### src/rtl/char_write_scheduler_if.sv
// Write-port bundle between the command handler (master) and the character
// write scheduler (slave), including the character-buffer write outputs.
interface char_write_scheduler_if #(
    parameter int ADDR_BITS = 11
);
    logic                 a_valid;
    logic                 a_ready;
    logic [ADDR_BITS-1:0] a_addr;
    logic [7:0]           a_char;

    logic                 fill_valid;
    logic                 fill_ready;
    logic [ADDR_BITS-1:0] fill_start;
    logic [ADDR_BITS-1:0] fill_count;
    logic [7:0]           fill_char;
    logic                 fill_done;

    logic                 busy;
    logic [7:0]           new_char;
    logic [ADDR_BITS-1:0] new_char_address;
    logic                 new_char_wen;

    modport master (
        output a_valid, a_addr, a_char,
        output fill_valid, fill_start, fill_count, fill_char,
        input  a_ready, fill_ready, fill_done, busy,
        input  new_char, new_char_address, new_char_wen
    );

    modport slave (
        input  a_valid, a_addr, a_char,
        input  fill_valid, fill_start, fill_count, fill_char,
        output a_ready, fill_ready, fill_done, busy,
        output new_char, new_char_address, new_char_wen
    );
endinterface

### src/rtl/char_write_scheduler.sv
// Merges single-cell writes and bulk fill runs onto the character-buffer write port.
// Optional macro SCHED_WRAP_ADDR_EN: fill addresses wrap at COLS*ROWS instead of 2^ADDR_BITS.
module char_write_scheduler #(
    parameter int ADDR_BITS = 11,
    parameter int COLS      = 80,
    parameter int ROWS      = 24
) (
    input logic                    clk,
    input logic                    clr,
    char_write_scheduler_if.slave  bus
);
    typedef enum logic [1:0] {IDLE, FILL, DONE} state_t;

`ifdef SCHED_WRAP_ADDR_EN
    localparam logic [ADDR_BITS-1:0] LAST_CELL = ADDR_BITS'(COLS * ROWS - 1);
`endif

    // The visible screen must fit inside the addressable buffer.
    if (COLS * ROWS > (1 << ADDR_BITS)) begin : gBadGeometry
        $error("COLS*ROWS exceeds character-buffer address space");
    end

    state_t               state_q;
    logic [7:0]           fillChar_q;
    logic [ADDR_BITS-1:0] curAddr_q;
    logic [ADDR_BITS-1:0] remaining_q;
    logic [7:0]           newChar_q;
    logic [ADDR_BITS-1:0] newCharAddr_q;
    logic                 newCharWen_q;
    logic                 fillDone_q;
    logic                 busy_q;
    logic [ADDR_BITS-1:0] curAddr_d;
    logic [ADDR_BITS-1:0] startAddr_d;

    function automatic logic [ADDR_BITS-1:0] nextAddr(input logic [ADDR_BITS-1:0] a);
`ifdef SCHED_WRAP_ADDR_EN
        if (a == LAST_CELL) begin
            return '0;
        end
`endif
        return a + ADDR_BITS'(1);
    endfunction

    assign curAddr_d   = nextAddr(curAddr_q);
    assign startAddr_d = nextAddr(bus.fill_start);

    assign bus.a_ready          = clr && (state_q == IDLE);
    assign bus.fill_ready       = clr && (state_q == IDLE) && !bus.a_valid;
    assign bus.fill_done        = fillDone_q;
    assign bus.busy             = busy_q;
    assign bus.new_char         = newChar_q;
    assign bus.new_char_address = newCharAddr_q;
    assign bus.new_char_wen     = newCharWen_q;

    // The first fill cell is issued on the accept edge, so the count kept
    // afterwards is the number of cells still owed after the one on the bus.
    always_ff @(posedge clk or negedge clr) begin
        if (!clr) begin
            state_q       <= IDLE;
            fillChar_q    <= '0;
            curAddr_q     <= '0;
            remaining_q   <= '0;
            newChar_q     <= '0;
            newCharAddr_q <= '0;
            newCharWen_q  <= 1'b0;
            fillDone_q    <= 1'b0;
            busy_q        <= 1'b0;
        end else begin
            newCharWen_q <= 1'b0;
            fillDone_q   <= 1'b0;
            case (state_q)
                IDLE: begin
                    if (bus.a_valid) begin
                        newChar_q     <= bus.a_char;
                        newCharAddr_q <= bus.a_addr;
                        newCharWen_q  <= 1'b1;
                    end else if (bus.fill_valid) begin
                        fillChar_q <= bus.fill_char;
                        busy_q     <= 1'b1;
                        if (bus.fill_count == '0) begin
                            state_q    <= DONE;
                            fillDone_q <= 1'b1;
                        end else begin
                            state_q       <= FILL;
                            newChar_q     <= bus.fill_char;
                            newCharAddr_q <= bus.fill_start;
                            newCharWen_q  <= 1'b1;
                            curAddr_q     <= startAddr_d;
                            remaining_q   <= bus.fill_count - ADDR_BITS'(1);
                        end
                    end
                end
                FILL: begin
                    if (remaining_q == '0) begin
                        state_q    <= DONE;
                        fillDone_q <= 1'b1;
                    end else begin
                        newChar_q     <= fillChar_q;
                        newCharAddr_q <= curAddr_q;
                        newCharWen_q  <= 1'b1;
                        curAddr_q     <= curAddr_d;
                        remaining_q   <= remaining_q - ADDR_BITS'(1);
                    end
                end
                DONE: begin
                    state_q <= IDLE;
                    busy_q  <= 1'b0;
                end
                default: begin
                    state_q <= IDLE;
                    busy_q  <= 1'b0;
                end
            endcase
        end
    end
endmodule

### src/flat_wrapper.sv
// flat-port wrapper written by rule: the top's interface ports become plain ports
module char_write_scheduler_flat 
#(
    parameter int ADDR_BITS = 11,
    parameter int COLS      = 80,
    parameter int ROWS      = 24
)
  (clk, clr, bus_a_valid, bus_a_addr, bus_a_char, bus_fill_valid, bus_fill_start, bus_fill_count, bus_fill_char, bus_a_ready, bus_fill_ready, bus_fill_done, bus_busy, bus_new_char, bus_new_char_address, bus_new_char_wen);
  char_write_scheduler_if #(.ADDR_BITS(ADDR_BITS)) bus_i ();
  input logic clk;
  input logic clr;
  input wire logic [$bits(bus_i.a_valid)-1:0] bus_a_valid;
  input wire logic [$bits(bus_i.a_addr)-1:0] bus_a_addr;
  input wire logic [$bits(bus_i.a_char)-1:0] bus_a_char;
  input wire logic [$bits(bus_i.fill_valid)-1:0] bus_fill_valid;
  input wire logic [$bits(bus_i.fill_start)-1:0] bus_fill_start;
  input wire logic [$bits(bus_i.fill_count)-1:0] bus_fill_count;
  input wire logic [$bits(bus_i.fill_char)-1:0] bus_fill_char;
  output wire logic [$bits(bus_i.a_ready)-1:0] bus_a_ready;
  output wire logic [$bits(bus_i.fill_ready)-1:0] bus_fill_ready;
  output wire logic [$bits(bus_i.fill_done)-1:0] bus_fill_done;
  output wire logic [$bits(bus_i.busy)-1:0] bus_busy;
  output wire logic [$bits(bus_i.new_char)-1:0] bus_new_char;
  output wire logic [$bits(bus_i.new_char_address)-1:0] bus_new_char_address;
  output wire logic [$bits(bus_i.new_char_wen)-1:0] bus_new_char_wen;
  assign bus_i.a_valid = bus_a_valid;
  assign bus_i.a_addr = bus_a_addr;
  assign bus_i.a_char = bus_a_char;
  assign bus_i.fill_valid = bus_fill_valid;
  assign bus_i.fill_start = bus_fill_start;
  assign bus_i.fill_count = bus_fill_count;
  assign bus_i.fill_char = bus_fill_char;
  assign bus_a_ready = bus_i.a_ready;
  assign bus_fill_ready = bus_i.fill_ready;
  assign bus_fill_done = bus_i.fill_done;
  assign bus_busy = bus_i.busy;
  assign bus_new_char = bus_i.new_char;
  assign bus_new_char_address = bus_i.new_char_address;
  assign bus_new_char_wen = bus_i.new_char_wen;
  char_write_scheduler #(.ADDR_BITS(ADDR_BITS), .COLS(COLS), .ROWS(ROWS)) u_core (.clk(clk), .clr(clr), .bus(bus_i));
endmodule
### config.mk
export PLATFORM = sky130hd
export DESIGN_NAME = char_write_scheduler_flat
export DESIGN_NICKNAME = d
export VERILOG_FILES = /design/src/rtl/char_write_scheduler_if.sv /design/src/rtl/char_write_scheduler.sv /design/src/flat_wrapper.sv
export SDC_FILE = /design/constraint.sdc
export NUM_CORES = 1
export LEC_CHECK = 0
export BUFFER_PORTS_ARGS = -buffer_cell sky130_fd_sc_hd__buf_2
export CAP_MARGIN = 10
export CORE_MARGIN = 3
export CORE_UTILIZATION = 59
export CTS_CLUSTER_SIZE = 16
export DETAILED_ROUTE_END_ITERATION = 10
export PLACE_DENSITY = 0.93
export SYNTH_ARGS = -nofsm -noshare
export SYNTH_HDL_FRONTEND = slang
export SYNTH_SLANG_ARGS = --single-unit
### constraint.sdc
create_clock -name clk -period 6.55 [get_ports clk]
set_input_delay 0 -clock clk [delete_from_list [all_inputs] [get_ports clk]]
set_output_delay 0 -clock clk [all_outputs]
set_load 0.005 [all_outputs]
Word level (Yosys, flattened, before mapping)
Index checks and enable logic that the tools add are counted.
{ "word_totals": {"register_bits": 54, "inputBits": 53, "out_inout_bits": 24, "elab_cells": 73} }
{ "classes": {"add_sub_neg": 4, "n_eq_ne": 8, "n_mux": 38, "bitwise": 2, "n_reduce_logical": 12} }
{ "ops": {"columns": ["op", "count"], "rows": [
  ["11-bit 2-to-1 mux", 12],
  ["11-bit case mux with 2 select lines", 3],
  ["8-bit 2-to-1 mux", 4],
  ["11-bit by 1-bit adder with 11-bit output, second input constant", 2],
  ["11-bit zero test", 2],
  ["11-bit by 1-bit subtractor with 11-bit output, second input constant", 2],
  ["8-bit case mux with 2 select lines", 1],
  ["1-bit 2-to-1 mux", 10],
  ["3-bit AND reduction", 3],
  ["2-bit 2-to-1 mux", 4],
  ["2-bit != test, second input constant", 4],
  ["3-bit != test, second input constant", 2],
  ["1-bit case mux with 2 select lines", 3],
  ["5-bit AND reduction", 1],
  ["2-bit case mux with 2 select lines", 1],
  ["4-bit AND reduction", 1],
  ["2-bit by 1-bit equality test with 1-bit output, second input constant", 1],
  ["1-bit logical AND", 2],
  ["2-bit zero test", 1],
  ["2-bit by 1-bit != test with 1-bit output, second input constant", 1],
  ["1-bit NOT", 2],
  ["2-bit nonzero test", 1],
  ["1-bit zero test", 1]
]} }

Logic depth before layout (Yosys ltp)
{ "depth": {"ltp_word": 5, "depth_mapped": 12, "ltp_nobuf": 8} }

Worst setup path before layout
OpenSTA, ideal clock, no wires.
{ "synth_path": {"kind": "reg-to-reg", "start": "register u_core.state_q[1]", "end": "register u_core.remaining_q[8]", "setup_ps": 134, "t_arrival_ps": 2779, "required_ps": 6416, "path_slack_ps": 3637, "stages_incl_launch_ff": 13, "path_buffers": 4, "period_less_slack_ps": 2913, "path_cell_list": "dfrtp_1 -> and2b_1 -> buf_2 -> buf_2 -> buf_2 -> buf_1 -> mux2i_1 -> ha_1 -> inv_1 -> a21oi_1 -> nand3b_1 -> a2111oi_0 -> nor3_1"} }
{ "synth_between": {"elab_chain_cells": 3, "word_cells_on_any_way": 9, "classes_between": "5 x eq/ne; 1 x mux; 3 x reduce/logical"} }
{ "synth_rtl": {"columns": ["element", "line_no", "text"], "rows": [
  ["start, declared", "char_write_scheduler.sv:23", "state_t state_q;"],
  ["start signal, assigned", "char_write_scheduler.sv:59", "state_q <= IDLE;"],
  ["start signal, assigned", "char_write_scheduler.sv:81", "state_q <= DONE;"],
  ["start signal, assigned", "char_write_scheduler.sv:84", "state_q <= FILL;"],
  ["2-bit by 1-bit equality test with 1-bit output / 2-bit zero test (equally long branches)", "char_write_scheduler.sv:71", "case (state_q)"],
  ["2-bit != test (no source line) / 2-bit nonzero test (equally long branches)", null, null],
  ["5-bit AND reduction (no source line)", null, null],
  ["end signal, assigned", "char_write_scheduler.sv:89", "remaining_q <= bus.fill_count - ADDR_BITS'(1);"],
  ["end signal, assigned", "char_write_scheduler.sv:102", "remaining_q <= remaining_q - ADDR_BITS'(1);"],
  ["end, declared", "char_write_scheduler.sv:26", "logic [ADDR_BITS-1:0] remaining_q;"]
]} }
Several ways; a longest one is shown, not always the timed one.
A chain may end at the register's enable or synchronous reset.

Worst setup path in the final report
{ "layout_path": {"start": "register u_core.state_q[1]", "end": "register u_core.curAddr_q[10]"} }
{ "layout_between": {"elab_chain_cells": 3, "word_cells_on_any_way": 9, "classes_between": "5 x eq/ne; 1 x mux; 3 x reduce/logical"} }
{ "layout_rtl": {"columns": ["element", "line_no", "text"], "rows": [
  ["2-bit by 1-bit equality test with 1-bit output / 2-bit zero test (equally long branches)", "char_write_scheduler.sv:71", null],
  ["2-bit != test (no source line) / 2-bit nonzero test (equally long branches)", null, null],
  ["5-bit AND reduction (no source line)", null, null],
  ["end signal, assigned", "char_write_scheduler.sv:88", "curAddr_q <= startAddr_d;"],
  ["end signal, assigned", "char_write_scheduler.sv:101", "curAddr_q <= curAddr_d;"],
  ["end, declared", "char_write_scheduler.sv:25", "logic [ADDR_BITS-1:0] curAddr_q;"]
]} }
Several ways; a longest one is shown, not always the timed one.

==> impl_metrics.toml <==
[power]
swShare_pct = 40.5
power_density_mw_per_mm2 = 341
power_frac_comb_pct = 42.7
fin_total_pwr_uw = 1370
p_leak_uw = 0.00183
power_switching_uw = 553
cell_internal_pwr_uw = 813
p_clk_share_pct = 13.9
ir_drop_v = 0.000175
seq_power_share_pct = 43.4

[sta]
finalHoldViolCount = 0
fmax_mhz = 311
rsz0062_at_grt = "false"
skew_ns = 0.00772
drv_slew = 0
setup_viol = 0
finalCritPeriodShare_pct = 49.1
worst_pin_slew_ns = 0.983
relSlewSlack_pct = 34.5
final.setup.tns_ns = 0
min_period_ns = 3.22

[global_route]
grt_max_degree = 56
grt_usage_pct = 28.5
antenna_found_initial = 0
grt_pass1_vias = 3158
grt_first_pass_wirelength_um = 15000
overflow = 0

[logic_synthesis]
synth.distinct_cells = 51
synthTopCellsByArea = "dfrtp_1, nand2_1, mux2i_1, a21oi_1, nor2_1"
synth_top_cell_by_area = "dfrtp_1"
synth-compound-area-share_pct = 22.8
yosysSeqAreaShare_pct = 39.5
synthFlopType = "dfrtp_1"
syn_inst = 411
synth_mux_area_share_pct = 10.2
synth_fa_ha_area_share_pct = 0.732
synth_top_family_by_area = "compound AO/OA/AOI/OAI gates"
synth_top_area_share_pct = 39.5
ys.warnings.count = 0
avgSynthCellArea_um2 = 8.32
async_reset_ff_share_pct = 100
synth-xor-area-share_pct = 0
yosys_register_bits = 54
synth_edf_count = 0
netlist_area_mm2 = 0.00342
synth-simple-area-share_pct = 22.4
syn_nets = 466

[finish]
n_antenna_cell = 0
area_delta_synth_final_pct = 16.9
fill_cells = 427
nets = 539
final_cells = 557
final_core_util_pct = 71.8
layout-drive-gt1-share_pct = 21.4

[floorplan]
ioPinCount = 77
die_h_um = 82.1
initial_utilization_pct = 61.4
fp.coreArea_mm2 = 0.00557
die_w_um = 82.1
fp-row-count = 27
die_area_mm2 = 0.00675

[clock_tree]
cts_sinks = 54
cts-buffers-inserted = 5
cts_tree = "done"
h-tree-depth = 2
clk-insertion-delay-late_ns = 0.31
cts_root_buffer = "clkbuf_8"
ctsResizeCount = 0
path_clk_slew_ns = 0.10
cts.path.max_buffers = 2

[drt]
wl_per_cell_um = 16.3
routed_wl_um = 9060
drt_drc_violations_left = 0
vias = 3437
drt_iter0_drc = 339
detail-route-antenna-nets = 0
viasPerCell = 6.17
firstDrtPassIters = 7

[worst_setup_path]
crit_arrival_ns = 3.44
crit_path_start_kind = "register"
worst-endpoint-required_ns = 6.78
end_kind = "register"
path_max_fanout = 46
path_class = "register to register"

[place]
dp.cells = 539
io_buffers = 76
gp_congestion = 0.904
hpwl_um = 6120

[min_path]
hold_path_class = "input port to register"

[outcome]
outcome = "finished clean"

[run]
maxCapViolCount = 0
placed cells by master, fill, tap and decap left out, drive strengths merged, types with 3 or more instances in the layout:
cell type | netlist | final
o21a | 5 | 5
a211oi | 7 | 7
nor2 | 46 | 46
nand2 | 75 | 75
a31oi | 3 | 3
a21oi | 38 | 38
nand3 | 10 | 10
a22oi | 3 | 3
o21ai | 25 | 25
mux2i | 27 | 27
clkbuf | 7 | 5
o2111ai | 3 | 3
or3 | 3 | 3
inv | 8 | 8
o32ai | 4 | 4
nor3 | 11 | 11
o21bai | 4 | 4
buf | 18 | 81
and2 | 4 | 4
a21o | 5 | 5
dlygate4sd3 | 0 | 10
dfrtp | 54 | 54
nand3b | 4 | 4
and3 | 5 | 5
a2111oi | 3 | 3
mux2 | 7 | 7
kinds of logic (layout without fill, tap and decap cells):
family,count (synthesis),after routing
adders and majority gates,2,2
DFF,54,54
muxes,34,34
and+or+nand+nor,169,169
buffers and inverters,33,107
AOI/OAI and AO/OA,119,119
cell type report:
class | instances | area [um^2] | share of cell area, %
multi-input combinational | 324 | 1920 | 48.0
sequential | 54 | 1350 | 33.8
timing repair buffer | 91 | 518 | 12.9
tap | 72 | 90.1 | 2.25
clock buffer | 5 | 68.8 | 1.72
inverter | 8 | 30.0 | 0.751
clock inverter | 3 | 21.3 | 0.532
synth_stat cells, types with 7 or more instances:
cell	number
nand2_1	75
dfrtp_1	54
nor2_1	46
a21oi_1	38
mux2i_1	27
o21ai_0	23
nor3_1	11
nand3_1	10
buf_2	9
a211oi_1	7
clkbuf_1	7
inv_1	7
mux2_2	7
state kept, by name, indices dropped and copies added (netlist names):
| name | count |
|---|---|
| u_core.fillChar_q | 8 |
| u_core.remaining_q | 11 |
| u_core.bus.new_char_wen | 1 |
| u_core.bus.fill_done | 1 |
| u_core.bus.new_char | 8 |
| u_core.bus.busy | 1 |
| u_core.state_q | 2 |
| u_core.bus.new_char_address | 11 |
| u_core.curAddr_q | 11 |
critical path: stages (launching register included):
cell,delay [ns]
dfrtp_1,0.47
and2b_2,0.54
buf_4,0.47
mux2_2,0.28
ha_1,0.21
o21ai_1,0.22
nor4b_2,0.44
mux2_2,0.38
o211ai_1,0.09
power groups by stage:
stage               Combinational [uW]  Clock [uW]  Sequential, uW
global placement                   545           0             586
global route                       664         204             611
detailed placement                 570           0             593
floorplan                          404           0             573
finish                             583         190             592
CTS                                577         195             586
stage by stage:
step	cell area [um^2]	setup slack [ns]	hold WS [ns]
after floorplan	3420	3.64	-0.296
after global placement	3810	3.38	0.176
after detailed placement	3810	3.34	0.176
after CTS	4000	3.42	0.00504
after global routing	4000	3.17	0.0235
final	4000	3.33	0.0300
repair_timing:
action	in CTS	in global routing
hold endpoints to repair	64	0
hold buffers	10	0
buffers inserted	0	0
routing by layer:
metal / vias to the layer above / wire (um) / track usage, %
met4: 0 / 257 / 12.1
met2: 187 / 4410 / 47.0
met5: - / 0 / 0
met1: 1602 / 3700 / 37.2
met3: 26 / 699 / 4.56
li1: 1622 / - / -
path summary, 6_finish.rpt:
check / startpoint / depth (start not counted) / endpoint / slack (ns)
worst max-delay path: u_core.state_q[1] / 8 / u_core.curAddr_q[10] / 3.33
worst min-delay path: bus_fill_count[5] / 3 / u_core.remaining_q[5] / 0.03
worst max register to register: u_core.state_q[1] / 8 / u_core.curAddr_q[10] / 3.33
worst min register to register: u_core.bus.new_char_address[5] / 1 / u_core.bus.new_char_address[5] / 0.48
max in group asynchronous: clr / 3 / u_core.remaining_q[9] / 5.72
min in group asynchronous: clr / 3 / u_core.remaining_q[2] / 0.36
Note: power is estimated with default switching activity, not from simulation.
